## src/rtl/ac97_frame_sched.sv

```systemverilog
// AC-link per-frame scheduler: codec init writes, host register access on slots 1/2, PCM on slots 3/4.
// Optional read timeout: define AC97_READ_TIMEOUT_EN.
module ac97_frame_sched #(
  parameter int RESET_WAIT_FRAMES = 4,
  parameter int TIMEOUT_FRAMES    = 16
) (
  input  logic        ac97_bitclk,
  input  logic        rst_b,
  input  logic        ac97_strobe,
  input  logic        ac97_in_codec_ready,
  input  logic [19:0] ac97_in_slot1,
  input  logic        ac97_in_slot1_valid,
  input  logic [19:0] ac97_in_slot2,
  output logic [19:0] ac97_out_slot1,
  output logic        ac97_out_slot1_valid,
  output logic [19:0] ac97_out_slot2,
  output logic        ac97_out_slot2_valid,
  output logic [19:0] ac97_out_slot3,
  output logic        ac97_out_slot3_valid,
  output logic [19:0] ac97_out_slot4,
  output logic        ac97_out_slot4_valid,
  input  logic        host_req,
  input  logic        host_wr,
  input  logic [6:0]  host_addr,
  input  logic [15:0] host_wdata,
  output logic        host_ack,
  output logic [15:0] host_rdata,
  output logic        host_err,
  input  logic        pcm_valid,
  input  logic [19:0] pcm_left,
  input  logic [19:0] pcm_right,
  output logic        pcm_ready,
  output logic        init_done,
  output logic [15:0] underrun_cnt
);

  localparam int WAIT_W = $clog2(RESET_WAIT_FRAMES + 1);
  localparam int TO_W   = $clog2(TIMEOUT_FRAMES + 1);

  typedef enum logic [2:0] {
    ST_WAIT    = 3'd0,
    ST_INIT    = 3'd1,
    ST_IDLE    = 3'd2,
    ST_CMD_WR  = 3'd3,
    ST_RD_WAIT = 3'd4
  } state_t;

  state_t              state_r;
  logic [WAIT_W-1:0]   wait_cnt_r;
  logic [1:0]          init_idx_r;
  logic [6:0]          req_idx_r;
  logic [19:0]         slot1_r, slot2_r, slot3_r, slot4_r;
  logic                slot1_v_r, slot2_v_r, slot3_v_r, slot4_v_r;
  logic                host_ack_r, host_err_r, init_done_r;
  logic [15:0]         host_rdata_r, underrun_r;
  logic [22:0]         init_entry_s;
  logic                rd_match_s;
  logic                unused_s;

  // Init table entry as {register index, write data}.
  function automatic logic [22:0] init_entry(input logic [1:0] idx);
    case (idx)
      2'd0:    init_entry = {7'h02, 16'h0000};
      2'd1:    init_entry = {7'h04, 16'h0000};
      2'd2:    init_entry = {7'h18, 16'h0808};
      default: init_entry = 23'h000000;
    endcase
  endfunction

  assign init_entry_s = init_entry(init_idx_r);
  assign rd_match_s   = ac97_in_slot1_valid && (ac97_in_slot1[18:12] == req_idx_r);
  assign unused_s     = ^{ac97_in_slot1[19], ac97_in_slot1[11:0], ac97_in_slot2[3:0]};

`ifdef AC97_READ_TIMEOUT_EN
  logic [TO_W-1:0] to_cnt_r;
`else
  logic [TO_W-1:0] unused_to_s;
  assign unused_to_s = '0;
`endif

  // Control FSM: command slots 1/2 and host handshake, updated on frame edges only.
  always_ff @(posedge ac97_bitclk or negedge rst_b) begin
    if (!rst_b) begin
      state_r      <= ST_WAIT;
      wait_cnt_r   <= '0;
      init_idx_r   <= 2'd0;
      req_idx_r    <= 7'h00;
      slot1_r      <= 20'h00000;
      slot1_v_r    <= 1'b0;
      slot2_r      <= 20'h00000;
      slot2_v_r    <= 1'b0;
      host_ack_r   <= 1'b0;
      host_err_r   <= 1'b0;
      host_rdata_r <= 16'h0000;
      init_done_r  <= 1'b0;
`ifdef AC97_READ_TIMEOUT_EN
      to_cnt_r     <= '0;
`endif
    end else begin
      host_ack_r <= 1'b0;
      if (ac97_strobe) begin
        case (state_r)
          ST_WAIT: begin
            if (wait_cnt_r == WAIT_W'(RESET_WAIT_FRAMES - 1)) begin
              if (ac97_in_codec_ready) begin
                slot1_r    <= {1'b0, init_entry_s[22:16], 12'h000};
                slot1_v_r  <= 1'b1;
                slot2_r    <= {init_entry_s[15:0], 4'h0};
                slot2_v_r  <= 1'b1;
                init_idx_r <= 2'd1;
                state_r    <= ST_INIT;
              end
            end else begin
              wait_cnt_r <= wait_cnt_r + WAIT_W'(1);
            end
          end
          ST_INIT: begin
            if (init_idx_r == 2'd3) begin
              slot1_r     <= 20'h00000;
              slot1_v_r   <= 1'b0;
              slot2_r     <= 20'h00000;
              slot2_v_r   <= 1'b0;
              init_done_r <= 1'b1;
              state_r     <= ST_IDLE;
            end else begin
              slot1_r    <= {1'b0, init_entry_s[22:16], 12'h000};
              slot1_v_r  <= 1'b1;
              slot2_r    <= {init_entry_s[15:0], 4'h0};
              slot2_v_r  <= 1'b1;
              init_idx_r <= init_idx_r + 2'd1;
            end
          end
          ST_IDLE: begin
            if (host_req) begin
              req_idx_r <= host_addr;
              slot1_r   <= {~host_wr, host_addr, 12'h000};
              slot1_v_r <= 1'b1;
`ifdef AC97_READ_TIMEOUT_EN
              to_cnt_r  <= '0;
`endif
              if (host_wr) begin
                slot2_r   <= {host_wdata, 4'h0};
                slot2_v_r <= 1'b1;
                state_r   <= ST_CMD_WR;
              end else begin
                slot2_r   <= 20'h00000;
                slot2_v_r <= 1'b0;
                state_r   <= ST_RD_WAIT;
              end
            end
          end
          ST_CMD_WR: begin
            slot1_r    <= 20'h00000;
            slot1_v_r  <= 1'b0;
            slot2_r    <= 20'h00000;
            slot2_v_r  <= 1'b0;
            host_ack_r <= 1'b1;
            host_err_r <= 1'b0;
            state_r    <= ST_IDLE;
          end
          ST_RD_WAIT: begin
            slot1_r   <= 20'h00000;
            slot1_v_r <= 1'b0;
            if (rd_match_s) begin
              host_rdata_r <= ac97_in_slot2[19:4];
              host_ack_r   <= 1'b1;
              host_err_r   <= 1'b0;
              state_r      <= ST_IDLE;
`ifdef AC97_READ_TIMEOUT_EN
            end else if (to_cnt_r == TO_W'(TIMEOUT_FRAMES - 1)) begin
              host_rdata_r <= 16'hFFFF;
              host_ack_r   <= 1'b1;
              host_err_r   <= 1'b1;
              state_r      <= ST_IDLE;
            end else begin
              to_cnt_r <= to_cnt_r + TO_W'(1);
`endif
            end
          end
          default: state_r <= ST_WAIT;
        endcase
      end
    end
  end

  // PCM slots 3/4 and underrun counting; samples only flow once init is complete.
  always_ff @(posedge ac97_bitclk or negedge rst_b) begin
    if (!rst_b) begin
      slot3_r    <= 20'h00000;
      slot3_v_r  <= 1'b0;
      slot4_r    <= 20'h00000;
      slot4_v_r  <= 1'b0;
      underrun_r <= 16'h0000;
    end else if (ac97_strobe) begin
      if (init_done_r && pcm_valid) begin
        slot3_r   <= pcm_left;
        slot3_v_r <= 1'b1;
        slot4_r   <= pcm_right;
        slot4_v_r <= 1'b1;
      end else begin
        slot3_r   <= 20'h00000;
        slot3_v_r <= 1'b0;
        slot4_r   <= 20'h00000;
        slot4_v_r <= 1'b0;
        if (init_done_r && (underrun_r != 16'hFFFF)) begin
          underrun_r <= underrun_r + 16'd1;
        end
      end
    end
  end

  assign pcm_ready            = ac97_strobe && init_done_r;
  assign ac97_out_slot1       = slot1_r;
  assign ac97_out_slot1_valid = slot1_v_r;
  assign ac97_out_slot2       = slot2_r;
  assign ac97_out_slot2_valid = slot2_v_r;
  assign ac97_out_slot3       = slot3_r;
  assign ac97_out_slot3_valid = slot3_v_r;
  assign ac97_out_slot4       = slot4_r;
  assign ac97_out_slot4_valid = slot4_v_r;
  assign host_ack             = host_ack_r;
  assign host_rdata           = host_rdata_r;
  assign host_err             = host_err_r;
  assign init_done            = init_done_r;
  assign underrun_cnt         = underrun_r;

endmodule

```

## config.mk

```make
export PLATFORM = sky130hd
export DESIGN_NAME = ac97_frame_sched
export DESIGN_NICKNAME = d
export VERILOG_FILES = /design/src/rtl/ac97_frame_sched.sv
export SDC_FILE = /design/constraint.sdc
export NUM_CORES = 1
export LEC_CHECK = 0
export ABC_AREA = 1
export CAP_MARGIN = 15
export CORE_MARGIN = 3
export CORE_UTILIZATION = 37
export CTS_CLUSTER_DIAMETER = 50
export CTS_CLUSTER_SIZE = 30
export DETAILED_ROUTE_END_ITERATION = 7
export PLACE_DENSITY = 0.69
export SLEW_MARGIN = 5
export SYNTH_ARGS = -nofsm -noshare
export SYNTH_HDL_FRONTEND = slang
export SYNTH_SLANG_ARGS = --single-unit
```

## constraint.sdc

```tcl
create_clock -name ac97_bitclk -period 2 [get_ports ac97_bitclk]
set_input_delay 0.3 -clock ac97_bitclk [delete_from_list [all_inputs] [get_ports ac97_bitclk]]
set_output_delay 0.3 -clock ac97_bitclk [all_outputs]
set_load 0.005 [all_outputs]
```

# After elaboration in Yosys (flattened, before gate mapping)
# Cells that the tools add are included.
# word_totals
reg_bits	133
input_bits	111
out_inout_bits	120
word_cells	98
# op_classes
n_addsub	3
eq_ne	16
n_mux	39
n_bitwise	3
n_reduce_logical	21
# op_table
cell	count
2-to-1 mux 20 bit	10
one-hot mux 20 bit (4 select lines)	2
one-hot mux 21 bit (3 select lines)	1
2-to-1 mux 19 bit	1
2-to-1 mux 3 bit	6
AND reduction 3 bit	6
adder 16 x 1 -> 16 bit, second input constant	1
!= test 16 bit, second input constant	1
one-hot mux 3 bit (5 select lines)	1
AND reduction 5 bit	3
!= test 2 bit, second input constant	6
2-to-1 mux 1 bit	10
== test 3 x 2 -> 1 bit, second input constant	3
one-hot mux 1 bit (4 select lines)	2
nonzero test 4 bit	2
== test 7 bit	1
2-to-1 mux 2 bit	3
AND reduction 6 bit	1
== test 2 bit, second input constant	2
logical AND 1 bit	4
one-hot mux 1 bit (2 select lines)	2
one-hot mux 2 bit (2 select lines)	1
nonzero test 2 bit	2
adder 3 x 1 -> 3 bit, second input constant	1
other kinds (8)	10

# Longest topological paths before layout
# Gate-level depths: netlist (run 1).
# depth
ltp_word	5
depth_mapped	12
ltp_nobuf	11

# Worst setup path after synthesis (run 1)
# OpenSTA, ideal clock, no wires.
# synth_timing
path_kind	register -> register
start	reg underrun_r[0], in the netlist underrun_cnt[0]
end	reg underrun_r[7], in the netlist underrun_cnt[7]
setup_ps	117
arrival_time_ps	1438
required_time_ps	1883
setup_slack_ps	445
path_stages_with_launch	12
n_path_buf	1
synth_period_minus_slack_ps	1555
path_cell_list	dfrtp_1 > ha_1 > nand3_1 > inv_1 > nand2_2 > nor2_2 > nand2_1 > nand2_4 > inv_2 > buf_6 > nand3_1 > nand2_1
# synth_via
elab_chain_len	3
elab_cells_between_ends	4
classes_between	add/sub: 1; eq/ne: 1; reduce/logical: 2
# synth_rtl
item	line	source
start, declared	55	logic [15:0] host_rdata_r, underrun_r;
start signal, assigned	206	underrun_r <= underrun_r + 16'd1;
parallel branches: the longest is 3 deep, another holds adder 16 x 1 -> 16 bit	n/a	
# Parallel ways; which one is timed is not known.
# A chain may end at the register's enable or synchronous reset.

# Final worst setup path (run 1)
# layout_timing
start	reg init_done_r, in the netlist init_done
end	out pcm_ready
# layout_via
elab_chain_len	1
# layout_rtl
item	line	source
start, declared	54	logic host_ack_r, host_err_r, init_done_r;
start signal, assigned	95	init_done_r <= 1'b0;
start signal, assigned	123	init_done_r <= 1'b1;
logical AND 1 bit	212	assign pcm_ready = ac97_strobe && init_done_r;
end, declared	32	output logic pcm_ready,
# Every way passes these cells.

==> reports/metrics.yaml, run 1 <==
power_frac_seq_pct: 36.9
p_total_mw: 8.689
end_kind: "output pin"
place_area_um2: 7533
hold_viol_final: 0
area_growth_syn_to_layout_pct: 47.64
start_util_pct: 38.61
clock_latency_ns: 0.41
clock_sinks: 116
grt_util_all_layers_pct: 17.84
grt_max_degree: 60
worst-endpoint-required_ns: 1.70
core_um2: 14150
setup_viol: 0
maxSlewViolCount: 0
yosysWarnings: 0
ant_nets: 0
ys_seq_elements: 116
vias: 4730
crit_start: "init_done"
clkTransAtPathRegs_ns: 0.05
cts-root-buf: "clkbuf_16"
multi_input_area_um2: 2175
crit_path_end: "pcm_ready"
dieArea_um2: 16260
switchingPower_mw: 2.744
grt_pass1_wl_um: 22960
critPathLaunchType: "register"
fin_nets: 910
ys_seq_area_share_pct: 53.14
fill_cells: 1202
cts_tree: "done"
grt_pass1_vias: 4604
fin_crit_ns: 1.803
syn_area_um2: 5463
final.setup.tns_ns: 0
cts.path.max_buffers: 2
die_width_um: 127.5
syn_area_per_cell_um2: 9.306
final_area_um2: 8065
drive_gt1_share_pct: 9.738
synth_edf_count: 0
drt-initial-drc-count: 343
power_switching_share_pct: 31.58
synth_cell_type_count: 35
drc: 0
crit_arrival_ns: 1.50
reg2reg_slack_ns: 0.21
p_leak_nw: 3.728
fmax_mhz: 554.7
grt-ovfl-total: 0
async_flop_share_pct: 100.0
synthFlopType: "dfrtp_1"
place.gp.congestion: 0.8377
period_share_pct: 90.14
r2r-start: "underrun_cnt[0]"
antenna_found_initial: 0
crit_fanout: 3
antenna_cells: 0
portBuffers: 196
max-cap-violations: 0
rr_worst_depth: 11
drt-total-wl_um: 14180
power_frac_clock_pct: 31.1
layout_common_cells: "195 x nand2_1, 195 x clkdlybuf4s50_1, 115 x dfrtp_1, 40 x a32o_1, 39 x inv_1"
pin_count: 231
hp-class: "input pin to asynchronous set/reset pin"
r2r_end: "underrun_cnt[12]"
num_rows: 43
critPathKind: "register to output pin"
status: "finished clean"
rsz0062_at_grt: "false"
regArea_um2: 2904
combPwrFrac_pct: 32.0
cts_buffers: 17
internal_power_mw: 5.945
die_h_um: 127.5
postSynthCellCount: 587
htree_num_levels: 4
drtPass1Iterations: 5
skew_ns: 0.007512
wl_per_cell_um: 14.45
p_per_area_nw_per_um2: 1077
ir_worst_vdd_v: 0.0007326
vias_per_cell: 4.822
dp_hpwl_um: 10420
post_cts_buffers: 0
-- cell families after synthesis --
logic type	Yosys count	synth area share [%]
simple gates	277	21.62
flops	116	53.14
buf+inv	88	8.154
compound gates	82	12.60
xor+xnor	12	1.924
fa+ha+maj	10	2.290
other cells	1	0.06865
mux	1	0.2061
-- power groups by stage --
stage	combinational (mW)	clock, mW	sequential (mW)
6_report	2.78	2.70	3.21
5_1_grt	3.10	2.88	3.28
4_1_cts	2.82	2.77	3.21
3_5_place_dp	2.79	0	3.24
3_3_place_gp	2.73	0	3.22
2_1_floorplan	1.52	0	3.22
-- cell usage after synthesis (3+ instances only) --
master	instances	area share, %
buf_4	20	2.7
a21oi_1	3	0.27
o21ai_0	17	1.6
xnor2_1	10	1.6
buf_6	5	1.0
nand2_2	5	0.57
dfrtp_1	116	53
nand3_1	38	3.5
clkbuf_1	11	0.76
a32o_1	40	7.3
nor3_1	5	0.46
inv_2	6	0.41
ha_1	10	2.3
buf_1	3	0.21
inv_1	39	2.7
nand2_1	195	13
o21ai_2	18	2.9
nor2_2	3	0.34
nor2_1	22	1.5
-- worst min path at each step --
stage / start / endpoint / slack [ns]
floorplan: rst_b / ac97_out_slot1[12] / 0.004
global placement: rst_b / req_idx_r[6] / 0.26
detailed placement: rst_b / req_idx_r[6] / 0.27
CTS: rst_b / req_idx_r[6] / 0.36
global route: rst_b / req_idx_r[6] / 0.42
finish: rst_b / req_idx_r[6] / 0.37
-- worst max-delay path: stages (launching register included) --
cell and delay [ns]:
dfrtp_1 0.39, nand2_1 0.13, clkinv_1 0.09, clkdlybuf4s50_1 0.47
-- per-layer routing --
metal	global-route usage (%)	part of all wire [%]	vias up
met4	6.688	1.5	0
li1	-	-	2314
met3	5.895	7.4	15
met1	21.83	41	2249
met5	0	0	-
met2	29.33	50	152
-- repair_timing --
item	4_1_cts	5_1_grt
hold buffers	1	0
setup endpoints to repair	0	1
hold endpoints to repair	30	0
gates resized for setup	0	1
-- stage by stage --
stage          setup WS (ns)  utilization [%]  hold WS [ns]  instances
2_1_floorplan         0.4452                -      0.004409        603
3_3_place_gp          0.1397            53.24        0.2595        949
3_5_place_dp          0.1142            53.24        0.2699        949
4_1_cts               0.1494            56.99        0.3615        981
5_1_grt              0.04102            57.00        0.4203        981
6_report              0.1972            57.00        0.3722        981
-- registers in the layout (all words and copies together), names as in the netlist --
name,cells
ac97_out_slot3,20
ac97_out_slot4,20
ac97_out_slot2,16
host_rdata,16
underrun_cnt,16
ac97_out_slot1,8
req_idx_r,7
state_r,3
wait_cnt_r,3
init_idx_r,2
ac97_out_slot1_valid,1
ac97_out_slot2_valid,1
ac97_out_slot4_valid,1
host_ack,1
init_done,1
-- cell type report --
type                       instances  area share, %
clock inverter                     6         0.6826
sequential                       116          36.01
clock buffer                      25          5.771
timing repair buffer             208          25.60
multi-input combinational        399          26.96
tap                              180          2.792
inverter                          47          2.187
Power figures use the tool's default switching activity.
==> run 2: changes to the inputs <==
==> constraint.sdc (replaced) <==
create_clock -name ac97_bitclk -period 2 [get_ports ac97_bitclk]
set_input_delay 0.3 -clock ac97_bitclk [delete_from_list [all_inputs] [get_ports ac97_bitclk]]
set_output_delay 0.3 -clock ac97_bitclk [all_outputs]
set_load 0.02 [all_outputs]
==> run 2 against run 1 <==
Compared with the run above:
- flip-flop and latch count unchanged
- combinational power increased by 17%
- die area unchanged
- non-clock buffer count increased by 1
- global-route usage increased by 0.23 points
- count of clock-buffer cells in the layout decreased by 3
- critical path type unchanged
- largest cell class unchanged
- highest routed layer unchanged
==> reports/metrics.yaml, run 2 (synthesized netlist as in run 1, its figures left out) <==
status: "finished clean"
drc: 0  # unchanged
drive_gt1_share_pct: 10.34  # +0.60 points
dp_cells: 950  # +0.11%
grt_pass1_wl_um: 23380  # +1.9%
clock_latency_ns: 0.41  # about the same
critPathKind: "register to output pin"
grt_pass1_vias: 4721  # +2.5%
area_growth_syn_to_layout_pct: 49.54
grt-ovfl-total: 0  # unchanged
start_util_pct: 38.61  # unchanged
wl_per_cell_um: 14.63  # +1.2%
rsz0062_at_grt: "false"
hp-class: "input pin to asynchronous set/reset pin"
pin_count: 231  # unchanged
r2r_end: "underrun_cnt[15]"
routed.top_layer: "met4"
hold_viol_final: 0  # unchanged
rr_worst_depth: 10  # -1
fill_cells: 1203  # +0.083%
layout_common_cells: "195 x nand2_1, 195 x clkdlybuf4s50_1, 116 x dfrtp_1, 40 x a32o_1, 39 x inv_1"
vias_per_cell: 4.859  # +0.77%
end_kind: "output pin"
timing.hold.ws_ns: 0.3756  # +0.003418 ns
ant_nets: 0  # unchanged
reg2reg_slack_ns: 0.17  # -0.04 ns
grt_max_degree: 59  # -1.7%
regArea_um2: 2903  # about the same
crit_arrival_ns: 1.57  # +0.07 ns
wl_met2_um: 7241  # +2.7%
ir_worst_vdd_v: 0.0006760  # -7.7%
max-cap-violations: 0  # unchanged
drt-initial-drc-count: 264  # -23%
die_width_um: 127.5  # unchanged
fmax_mhz: 534.3  # -3.7%
place.gp.congestion: 0.8453  # +0.91%
fin_crit_ns: 1.872  # +0.06898 ns
p_per_area_nw_per_um2: 1177  # +9.2%
drtPass1Iterations: 5  # unchanged
cts-root-buf: "clkbuf_16"
worst-endpoint-required_ns: 1.70  # about the same
grt_util_all_layers_pct: 18.07  # +0.23 points
wl_met1_um: 5948  # +1.4%
critPathLaunchType: "register"
route.met3.wl_um: 965  # -8.1%
cts_resized: 0  # unchanged
period_share_pct: 93.59  # +3.4 points
core_um2: 14150  # unchanged
final_area_um2: 8169  # +1.3%
htree_num_levels: 4  # unchanged
fin_nets: 911  # +0.11%
clock_sinks: 116  # unchanged
antenna_found_initial: 0  # unchanged
final.setup.tns_ns: 0  # unchanged
drt-total-wl_um: 14380  # +1.4%
multi_input_area_um2: 2175  # unchanged
setup_viol: 0  # unchanged
cts_tree: "done"
num_rows: 43  # unchanged
place_area_um2: 7541  # about the same
clkTransAtPathRegs_ns: 0.05  # about the same
maxSlewViolCount: 0  # unchanged
vias: 4776  # +0.97%
dp_hpwl_um: 10480  # +0.66%
crit_fanout: 3  # unchanged
p_leak_nw: 3.782  # +1.5%
instances_no_fill: 983  # +0.20%
cts.path.max_buffers: 2  # unchanged
skew_ns: 0.007078  # -0.0004338 ns
die_h_um: 127.5  # unchanged
r2r-start: "underrun_cnt[0]"
portBuffers: 196  # unchanged
antenna_cells: 0  # unchanged
dieArea_um2: 16260  # unchanged
cts_buffers: 17  # unchanged
## run 2: changes by cell type in the layout (fill, tap and decap cells not counted)
cell,before,now
clkbuf_1,7,3
clkbuf_8,1,2
buf_4,11,12
dfrtp_1,115,116
bufinv_16,1,4
dfrtp_2,1,0
clkinv_4,0,1
## run 2: per-layer routing
metal / track usage [%] / vias up
met2: 29.70 / 160
met3: 5.351 / 16
met4: 7.003 / 0
met1: 22.43 / 2289
met5: 0 / -
li1: - / 2311
## run 2: worst max-delay path by stage
stage                    startpoint                to  cells after the start
finish                    init_done         pcm_ready                      3
global route        underrun_cnt[0]  underrun_cnt[15]                     10
CTS                       init_done         pcm_ready                      3
global placement        ac97_strobe   underrun_cnt[7]                      9
detailed placement      ac97_strobe  underrun_cnt[12]                      9
floorplan           underrun_cnt[0]   underrun_cnt[7]                     11
## run 2: critical path, cell delays in order (launching register included)
cell and delay (ns):
dfrtp_1 0.39, nand2_1 0.11, clkinv_1 0.11, clkdlybuf4s50_1 0.55
## run 2: cell type report
class                           count  share of cell area [%]
Sequential cell                   116                   35.53
Multi-Input combinational cell    399                   26.62
Timing Repair Buffer              209                   25.36
Clock buffer                       22                   5.682
Tap cell                          180                   2.757
Inverter                           47                   2.160
Clock inverter                     10                   1.884
## run 2: report_power, final
group | total, mW | switching [mW] | internal, mW
registers | 3.21 | 0.356 | 2.86
logic | 3.24 | 1.86 | 1.38
clock network | 3.16 | 1.02 | 2.14
total | 9.61 | 3.24 | 6.38
## run 2: what timing repair did
item,in CTS,in global routing
hold endpoints to repair,32,0
buffers inserted,0,0
hold buffers,1,0
setup endpoints to repair,0,0
## run 2: through the flow
| stage | worst slack (ns) | util, % | power [mW] |
|---|---|---|---|
| 3_3_place_gp | 0.05609 | 53.29 | 6.391 |
| 6_report | 0.1282 | 57.73 | 9.613 |
| 3_5_place_dp | 0.01488 | 53.29 | 6.492 |
| 2_1_floorplan | 0.3144 | - | 5.178 |
| 5_1_grt | 0.04372 | 57.73 | 10.21 |
| 4_1_cts | 0.09729 | 57.73 | 9.714 |
==> run 3: changes to the inputs <==
- CORE_UTILIZATION: 37 -> 43
- PLACE_DENSITY: 0.69 -> 0.79
==> run 3 against run 2 <==
Compared with the run above:
- final cell count down 1.6%
- critical path type is now input pin to output pin
- global-route usage is 2.4 points higher
- die area down 13%
- setup slack worse by 0.036 ns
- final area fell by 0.75%
- combinational power about the same
- critical endpoint unchanged
- total power down 2.6%
==> reports/metrics.yaml, run 3 (synthesized netlist as in run 1, its figures left out) <==
dieArea_um2: 14090  # -13%
cts_resized: 0  # unchanged
p_leak_nw: 3.757  # -0.67%
cts_tree: "done"
vias_per_cell: 4.963  # +2.1%
ir_worst_vdd_v: 0.0007546  # +12%
dp_hpwl_um: 10380  # -1.0%
cts.path.max_buffers: 2  # unchanged
grt-ovfl-total: 0  # unchanged
skew_ns: 0.005473  # -0.001605 ns
drc: 0  # unchanged
final.setup.tns_ns: 0  # unchanged
cts_buffers: 17  # unchanged
cts-root-buf: "clkbuf_16"
start_util_pct: 44.73  # +6.1 points
hp-class: "input pin to asynchronous set/reset pin"
drtPass1Iterations: 5  # unchanged
drive_gt1_share_pct: 9.887  # -0.45 points
critPathKind: "input pin to output pin"
critPathLaunchType: "input pin"
slew_headroom_pct: 62.89
wl_per_cell_um: 14.87  # +1.6%
max-cap-violations: 0  # unchanged
portBuffers: 196  # unchanged
layout_common_cells: "195 x nand2_1, 195 x clkdlybuf4s50_1, 116 x dfrtp_1, 40 x a32o_1, 39 x inv_1"
die_h_um: 118.7  # -6.9%
drt-initial-drc-count: 389  # +47%
clock_latency_ns: 0.40  # about the same
grt_util_all_layers_pct: 20.50  # +2.4 points
area_growth_syn_to_layout_pct: 48.42
num_rows: 40  # -7.0%
antenna_cells: 0  # unchanged
drt-total-wl_um: 14380  # about the same
crit_arrival_ns: 1.61  # +0.04 ns
fin_nets: 910  # -0.11%
period_share_pct: 95.39  # +1.8 points
grt_max_degree: 45  # -24%
place.gp.congestion: 0.8789  # +4.0%
fin_crit_ns: 1.908  # +0.03609 ns
hold_viol_final: 0  # unchanged
status: "finished clean"
htree_num_levels: 4  # unchanged
vias: 4799  # +0.48%
setup_viol: 0  # unchanged
crit_fanout: 2  # -1
maxSlewViolCount: 0  # unchanged
worst-endpoint-required_ns: 1.70  # about the same
fin_util_pct: 66.39  # +8.7 points
clkTransAtPathRegs_ns: 0.05  # about the same
grt_pass1_wl_um: 23240  # -0.62%
rsz0062_at_grt: "false"
die_width_um: 118.7  # -6.9%
core_um2: 12210  # -14%
grt_pass1_vias: 4603  # -2.5%
pin_count: 231  # unchanged
p_per_area_nw_per_um2: 1155  # -1.8%
fmax_mhz: 524.1  # -1.9%
end_kind: "output pin"
worst_pin_slew_ns: 0.5566
antenna_found_initial: 1  # +1
clock_sinks: 116  # unchanged
ant_nets: 0  # unchanged
run 3: cell count changes in the layout (fill, tap and decap cells not counted), sizes merged:
cell | previous run | this run
bufinv | 4 | 2
buf | 13 | 12
clkbuf | 22 | 24
clkinv | 8 | 5
run 3: cell type report:
cell class	instances	area (um2)
clock inverter	5	75.07
tap	168	210.2
clock buffer	24	491.7
timing repair buffer	208	2077
inverter	47	176.4
sequential	116	2903
fill	995	4104
multi-input combinational	399	2175
run 3: per-stage QoR:
| step | std cells | area (um2) | hold slack (ns) | total power, mW | setup slack (ns) |
|---|---|---|---|---|---|
| 2_1_floorplan | 603 | 5523 | 0.004409 | 5.178 | 0.3144 |
| 3_3_place_gp | 937 | 7531 | 0.3189 | 6.374 | 0.1276 |
| 3_5_place_dp | 937 | 7531 | 0.3271 | 6.488 | 0.08692 |
| 4_1_cts | 967 | 8108 | 0.4284 | 9.482 | 0.08589 |
| 5_1_grt | 967 | 8108 | 0.4591 | 9.925 | 0.04434 |
| 6_report | 967 | 8108 | 0.4299 | 9.365 | 0.09214 |
run 3: report_power, final:
part | leakage [nW] | internal [mW] | switching (mW)
clock | 0.282 | 1.93 | 0.959
sequential | 1.57 | 2.86 | 0.362
combinational | 1.91 | 1.38 | 1.87
run 3: routing by layer:
metal  vias up  part of all wire, %  track usage (%)
met5         -                0.090                0
met4         2                  1.5            7.096
li1       2315                    -                -
met1      2293                   41            25.49
met2       171                   51            34.21
met3        18                  6.4            5.885
run 3: path summary, 6_finish.rpt:
kind                                          from            endpoint  slack (ns)  cells past startpoint
worst max register to register       wait_cnt_r[0]  ac97_out_slot2[17]        0.22                      9
worst min register to register  ac97_out_slot1[17]  ac97_out_slot1[17]        0.47                      2
min in group ac97_bitclk          ac97_in_slot2[6]       host_rdata[2]        0.46                      3
worst max-delay path                   ac97_strobe           pcm_ready        0.09                      4
max in group asynchronous                    rst_b  ac97_out_slot2[17]        0.91                      3
worst min-delay path                         rst_b  ac97_out_slot1[17]        0.43                      2
run 3: what timing repair did:
item,4_1_cts,5_1_grt
endpoints found under the hold margin,37,0
setup buffers,0,0
hold buffers,1,0
run 3: worst max-delay path, stage by stage:
cell	delay [ns]
clkdlybuf4s50_1	0.51
nand2_1	0.12
clkinv_1	0.08
clkdlybuf4s50_1	0.60
